[config.mk]
export PLATFORM = sky130hd
export DESIGN_NAME = mul_sequencer_flat
export DESIGN_NICKNAME = d
export VERILOG_FILES = /design/src/rtl/mul_sequencer_if.sv /design/src/rtl/mul_sequencer.sv /design/src/flat_wrapper.sv
export SDC_FILE = /design/constraint.sdc
export NUM_CORES = 1
export LEC_CHECK = 0
export CAP_MARGIN = 20
export CORE_ASPECT_RATIO = 1.75
export CORE_MARGIN = 2
export CORE_UTILIZATION = 60
export CTS_CLUSTER_DIAMETER = 200
export CTS_CLUSTER_SIZE = 14
export DETAILED_ROUTE_END_ITERATION = 8
export DONT_BUFFER_PORTS = 1
export PLACE_DENSITY = 0.75
export SYNTH_ARGS = -nofsm -noshare
export SYNTH_HDL_FRONTEND = slang
export SYNTH_SLANG_ARGS = --single-unit
[constraint.sdc]
create_clock -name clk -period 6.8 [get_ports clk]
set_clock_uncertainty 0.2 [all_clocks]
set_input_delay 0.68 -clock clk [delete_from_list [all_inputs] [get_ports clk]]
set_output_delay 0.68 -clock clk [all_outputs]
set_load 0.03 [all_outputs]
[src/rtl/mul_sequencer_if.sv]
// Handshake and operand/result bundle between the core controller and the multiply sequencer.
// The controller takes the master side and the sequencer takes the slave side.
interface mul_sequencer_if #(
    parameter int WIDTH = 32
);
    logic             start;
    logic             flush;
    logic [2:0]       ALUControl;
    logic [WIDTH-1:0] a;
    logic [WIDTH-1:0] b;
    logic             busy;
    logic             done;
    logic [WIDTH-1:0] Result;
    logic [WIDTH-1:0] Result2;
    logic [3:0]       ALUFlags;

    modport master (
        output start, flush, ALUControl, a, b,
        input  busy, done, Result, Result2, ALUFlags
    );

    modport slave (
        input  start, flush, ALUControl, a, b,
        output busy, done, Result, Result2, ALUFlags
    );
endinterface

[src/rtl/mul_sequencer.sv]
// Radix-2 shift-add multiplier for MUL / UMULL / SMULL, one partial product per clock.
// Signed products are formed from operand magnitudes and negated once at the end.
//
// state | meaning
// IDLE  | waiting for an accepted start
// RUN   | WIDTH shift-add iterations
// FIX   | sign fix-up, result and flag registers loaded
// DONE  | one-cycle done pulse, may accept a back-to-back start
module mul_sequencer #(
    parameter int WIDTH = 32
) (
    input  logic            clk,
    input  logic            reset,
    mul_sequencer_if.slave  bus
);
    localparam int CW = (WIDTH > 1) ? $clog2(WIDTH) : 1;
    localparam logic [CW-1:0] LAST = CW'(WIDTH - 1);

    localparam logic [2:0] OP_MUL   = 3'b101;
    localparam logic [2:0] OP_SMULL = 3'b111;

    typedef enum logic [1:0] {IDLE, RUN, FIX, DONE} state_t;

    state_t             state;
    state_t             state_nxt;
    logic [2:0]         op_q;
    logic               neg_q;
    logic [CW-1:0]      cnt;
    logic [WIDTH-1:0]   mcand;
    logic [2*WIDTH-1:0] acc;
    logic [WIDTH-1:0]   result_q;
    logic [WIDTH-1:0]   result2_q;
    logic [3:0]         flags_q;

    logic               op_ok;
    logic               accept;
    logic               is_smull;
    logic [WIDTH-1:0]   load_a;
    logic [WIDTH-1:0]   load_b;
    logic [WIDTH:0]     hi_sum;
    logic [2*WIDTH-1:0] prod;

    // Multiply opcodes are 101, 110 and 111.
    assign op_ok    = bus.ALUControl[2] && (bus.ALUControl[1:0] != 2'b00);
    assign accept   = bus.start && op_ok && !bus.flush && (state == IDLE || state == DONE);
    assign is_smull = (bus.ALUControl == OP_SMULL);

    // The most negative value maps onto its unsigned magnitude, so no extra bit is needed.
    assign load_a = (is_smull && bus.a[WIDTH-1]) ? -bus.a : bus.a;
    assign load_b = (is_smull && bus.b[WIDTH-1]) ? -bus.b : bus.b;

    assign hi_sum = {1'b0, acc[2*WIDTH-1:WIDTH]} + {1'b0, (acc[0] ? mcand : '0)};
    assign prod   = neg_q ? -acc : acc;

    always_ff @(posedge clk or negedge reset) begin
        if (!reset) begin
            state <= IDLE;
        end else begin
            state <= state_nxt;
        end
    end

    always_comb begin
        state_nxt = state;
        case (state)
            IDLE:    if (accept) state_nxt = RUN;
            RUN:     if (bus.flush) state_nxt = IDLE;
                     else if (cnt == LAST) state_nxt = FIX;
            FIX:     state_nxt = bus.flush ? IDLE : DONE;
            DONE:    state_nxt = accept ? RUN : IDLE;
            default: state_nxt = IDLE;
        endcase
    end

    always_comb begin
        bus.busy = (state == RUN) || (state == FIX);
        bus.done = (state == DONE);
    end

    always_ff @(posedge clk or negedge reset) begin
        if (!reset) begin
            op_q      <= '0;
            neg_q     <= 1'b0;
            cnt       <= '0;
            mcand     <= '0;
            acc       <= '0;
            result_q  <= '0;
            result2_q <= '0;
            flags_q   <= '0;
        end else begin
            if (accept) begin
                op_q  <= bus.ALUControl;
                neg_q <= is_smull && (bus.a[WIDTH-1] ^ bus.b[WIDTH-1]);
                cnt   <= '0;
                mcand <= load_a;
                acc   <= {{WIDTH{1'b0}}, load_b};
            end else if (state == RUN) begin
                // Multiplier bits retire from the bottom as the product fills in from the top.
                acc <= {hi_sum, acc[WIDTH-1:1]};
                cnt <= cnt + CW'(1);
            end

            if (state == FIX && !bus.flush) begin
                result_q <= prod[WIDTH-1:0];
                if (op_q == OP_MUL) begin
                    result2_q <= '0;
                    flags_q   <= {prod[WIDTH-1], (prod[WIDTH-1:0] == '0), 2'b00};
                end else begin
                    result2_q <= prod[2*WIDTH-1:WIDTH];
                    flags_q   <= {prod[2*WIDTH-1], (prod == '0), 2'b00};
                end
            end
        end
    end

    assign bus.Result   = result_q;
    assign bus.Result2  = result2_q;
    assign bus.ALUFlags = flags_q;
endmodule

[src/flat_wrapper.sv]
// flat-port wrapper written by rule: the top's interface ports become plain ports
module mul_sequencer_flat 
#(
    parameter int WIDTH = 32
)
  (clk, reset, bus_start, bus_flush, bus_ALUControl, bus_a, bus_b, bus_busy, bus_done, bus_Result, bus_Result2, bus_ALUFlags);
  mul_sequencer_if #(.WIDTH(WIDTH)) bus_i ();
  input  logic clk;
  input  logic reset;
  input wire logic [$bits(bus_i.start)-1:0] bus_start;
  input wire logic [$bits(bus_i.flush)-1:0] bus_flush;
  input wire logic [$bits(bus_i.ALUControl)-1:0] bus_ALUControl;
  input wire logic [$bits(bus_i.a)-1:0] bus_a;
  input wire logic [$bits(bus_i.b)-1:0] bus_b;
  output wire logic [$bits(bus_i.busy)-1:0] bus_busy;
  output wire logic [$bits(bus_i.done)-1:0] bus_done;
  output wire logic [$bits(bus_i.Result)-1:0] bus_Result;
  output wire logic [$bits(bus_i.Result2)-1:0] bus_Result2;
  output wire logic [$bits(bus_i.ALUFlags)-1:0] bus_ALUFlags;
  assign bus_i.start = bus_start;
  assign bus_i.flush = bus_flush;
  assign bus_i.ALUControl = bus_ALUControl;
  assign bus_i.a = bus_a;
  assign bus_i.b = bus_b;
  assign bus_busy = bus_i.busy;
  assign bus_done = bus_i.done;
  assign bus_Result = bus_i.Result;
  assign bus_Result2 = bus_i.Result2;
  assign bus_ALUFlags = bus_i.ALUFlags;
  mul_sequencer #(.WIDTH(WIDTH)) u_core (.clk(clk), .reset(reset), .bus(bus_i));
endmodule
==> results.md <==
* Buffers and inverters on the worst path at 2
* Overall Power at 0.00667 W
* Setup TNS Final at 0 ns
* Total Routing Usage GR at 32.1%
* Largest net degree at the start of global routing at 174
* Rel. slew slack at 33.7%
* I/O Buffers at 0
* Via count at 10400
* Final hold slack at 0.0451 ns
* Max-cap violations at 0
* FFs w/ async S/R, synth at 100%
* CP max stage delay at 0.74 ns
* Num rows at 68
* Drt pass-1 iters at 8
* Most numerous cell in the Yosys netlist: nand2_1
* Layout cells sized above 1 at 4.94%
* Ant diodes at 0
* Worst-path fanout max at 37
* Total Nets Final at 1480
* Syn Std Cell Area at 12100 sq um
* Die Span Y at 192 um
* Nature of the critical path endpoint: register
* Tightest Hold Check Type: input port to async pin
* Post-Place Worst Slack at 2.34 ns
* CTS tree: done
* Ranking of synthesized cells by area: dfrtp_1 36%, o21ai_0 7.1%, nand2_1 6.4%
* # IOs at 141
* Pleak at 5.44 nW
* CP cell instances: inv_1 > ha_1 > or4b_2 > nor3_1 > buf_4 > nand4_1 > o41ai_1 > xor2_1 > nand4_1 > nor4_2 > nand4_1 > nand2_1
* Top FF cell, synth: dfrtp_1
* Worst setup SP type: register
* GPL Wtd Cong at 0.970
* Status: completed
* Arrival time at the worst endpoint at 4.70 ns
* Hpwl dp at 25400 um
* Hold-fix buffers, CTS at 1
* Final slew viol count at 0
* Synth Register Bits at 173
* Vias in the first global route at 10400
* Overflow left after global routing at 0
* Crit path max-delay family: simple AND/OR/NAND/NOR gates
* Final min period at 4.53 ns
* Setup CP Type: register to register
* WP depth at 12
* Peak supply drop at 0.364 mV
* Worst reg2reg path depth at 12
* Clk_lat worst skew at 0.44 ns
* Sequential share of the synthesized area at 35.9%
* Mapped Cells at 1426
* Worst-path clk slew at 0.06 ns
* Crit-path most repeated cell: nand4_1
* Die area at 21300 sq um
* Starting Density at 61.1%
* Final worst-path cycle share at 66.6%
* Sinks on Clock Net at 173
* Synth top cells by count: 204 x nand2_1, 173 x dfrtp_1, 170 x o21ai_0
* Postcts setup bufs at 0
* H-tree levels at 4
* Vias per inst at 6.41
* Yosys warning count at 0
* Unique masters post-synth at 71
* Top-area cell type share of the netlist area at 35.9%
* Final Cell Area at 12700 sq um
* Final WS setup at 2.27 ns
* Cell taking the most area after synthesis: dfrtp_1
* Final ANT Viol Nets at 0
* Synth-to-layout area growth at 5.75%
* Actual slew at the worst max-slew pin at 0.992 ns
* Core area at 19700 sq um
* Post_cts resized at 0
* Initial detailed-routing violation count at 654
* RSZ-0062 raised after global routing: false
* Antenna violations before repair at 1
* Clock tree buffer depth at 2
* Worst path slowest cell: dfrtp_1
* Num CTS Buffers at 17
* Area after DPL at 12100 sq um
* Mapped Avg Cell Area at 8.45 sq um
* EDFF count, synth at 0
* Routed wire per std cell at 20.8 um
* Die width at 111 um
* Drt drc at 0
* Pwr dens at 523 nW/um^2
* First-pass GRT wire length at 53700 um
* Worst path required time at 6.98 ns
* Root buffer cell: clkbuf_16
* Final setup vio count at 0
* Maximum clock rate at 221 MHz
* Total wire length at 33700 um
* Final Hold Viols at 0
[path summary, 6_finish.rpt]
check,start,endpoint,slack (ns)
setup / recovery,u_core.acc[0],u_core.bus.ALUFlags[2],2.27
hold / removal,reset,u_core.acc[13],0.05
setup reg to reg,u_core.acc[0],u_core.bus.ALUFlags[2],2.27
hold reg to reg,u_core.mcand[13],u_core.mcand[13],0.27
max in group asynchronous,reset,u_core.neg_q,5.68
min in group clk,bus_ALUControl[1],u_core.op_q[1],0.15
[sequential cells by signal, indices dropped and copies added, names as in the netlist]
signal               flops
u_core.state             2
u_core.mcand            32
u_core.bus.ALUFlags      2
u_core.op_q              3
u_core.cnt               5
u_core.bus.Result       32
u_core.bus.Result2      32
u_core.acc              64
u_core.neg_q             1
[cell type report]
cell class                      count  area (sq um)
Sequential cell                   173          4330
Timing Repair Buffer                8          80.1
Tap cell                          245           307
Clock inverter                     10           164
Fill cell                        1747          6990
Clock buffer                       21           460
Multi-Input combinational cell   1143          7320
Inverter                           22          82.6
[report_power, final]
| group | internal (W) | leakage (nW) | switching [W] |
|---|---|---|---|
| Sequential | 0.00152 | 2.16 | 0.00110 |
| Combinational | 0.00126 | 2.98 | 0.00175 |
| Clock | 0.000632 | 0.303 | 0.000404 |
| Total | 0.00342 | 5.44 | 0.00325 |
[through the flow]
step,util [%],instances
final,64.6,1622
after global routing,64.6,1622
after CTS,64.6,1622
after detailed placement,61.3,1590
after global placement,61.3,1590
after floorplan,-,1427
[metal layers]
metal	track usage, %	share of wire (%)
met5	0	0.039
met4	22.0	7.3
met1	31.6	34
met2	60.6	54
met3	5.39	4.3
[cells in the final DEF (no fill, tap or decap), drive strengths merged, types with 4 or more instances in the layout]
cell type,count
buf,8
o21a,4
inv,21
nand4,18
clkbuf,21
nand2,204
o2111ai,6
nor2,91
mux2i,58
xnor2,71
and2,39
a211oi,11
or4,19
o21ai,170
or2,12
nor2b,6
and3,9
ha,43
a41oi,5
dfrtp,173
nand3,23
nor4,20
nor3b,5
a21oi,58
xor2,80
o41ai,18
or3,24
o21bai,4
clkinv,6
nor3,33
o31ai,23
o31a,4
bufinv,4
a21o,11
nand2b,11
a31oi,9
[cells by family (layout without fill, tap and decap cells)]
group | after synthesis | count (layout) | synth area share [%]
mux | 61 | 61 | 5.10
simple gates | 528 | 528 | 21.3
compound gates | 357 | 357 | 18.3
flops | 173 | 173 | 35.9
other cells | 1 | 2 | 0.0311
fa+ha+maj | 44 | 44 | 4.63
buf+inv | 111 | 61 | 3.68
xor+xnor | 151 | 151 | 11.0
No activity file was read; power rests on OpenSTA's default activity.
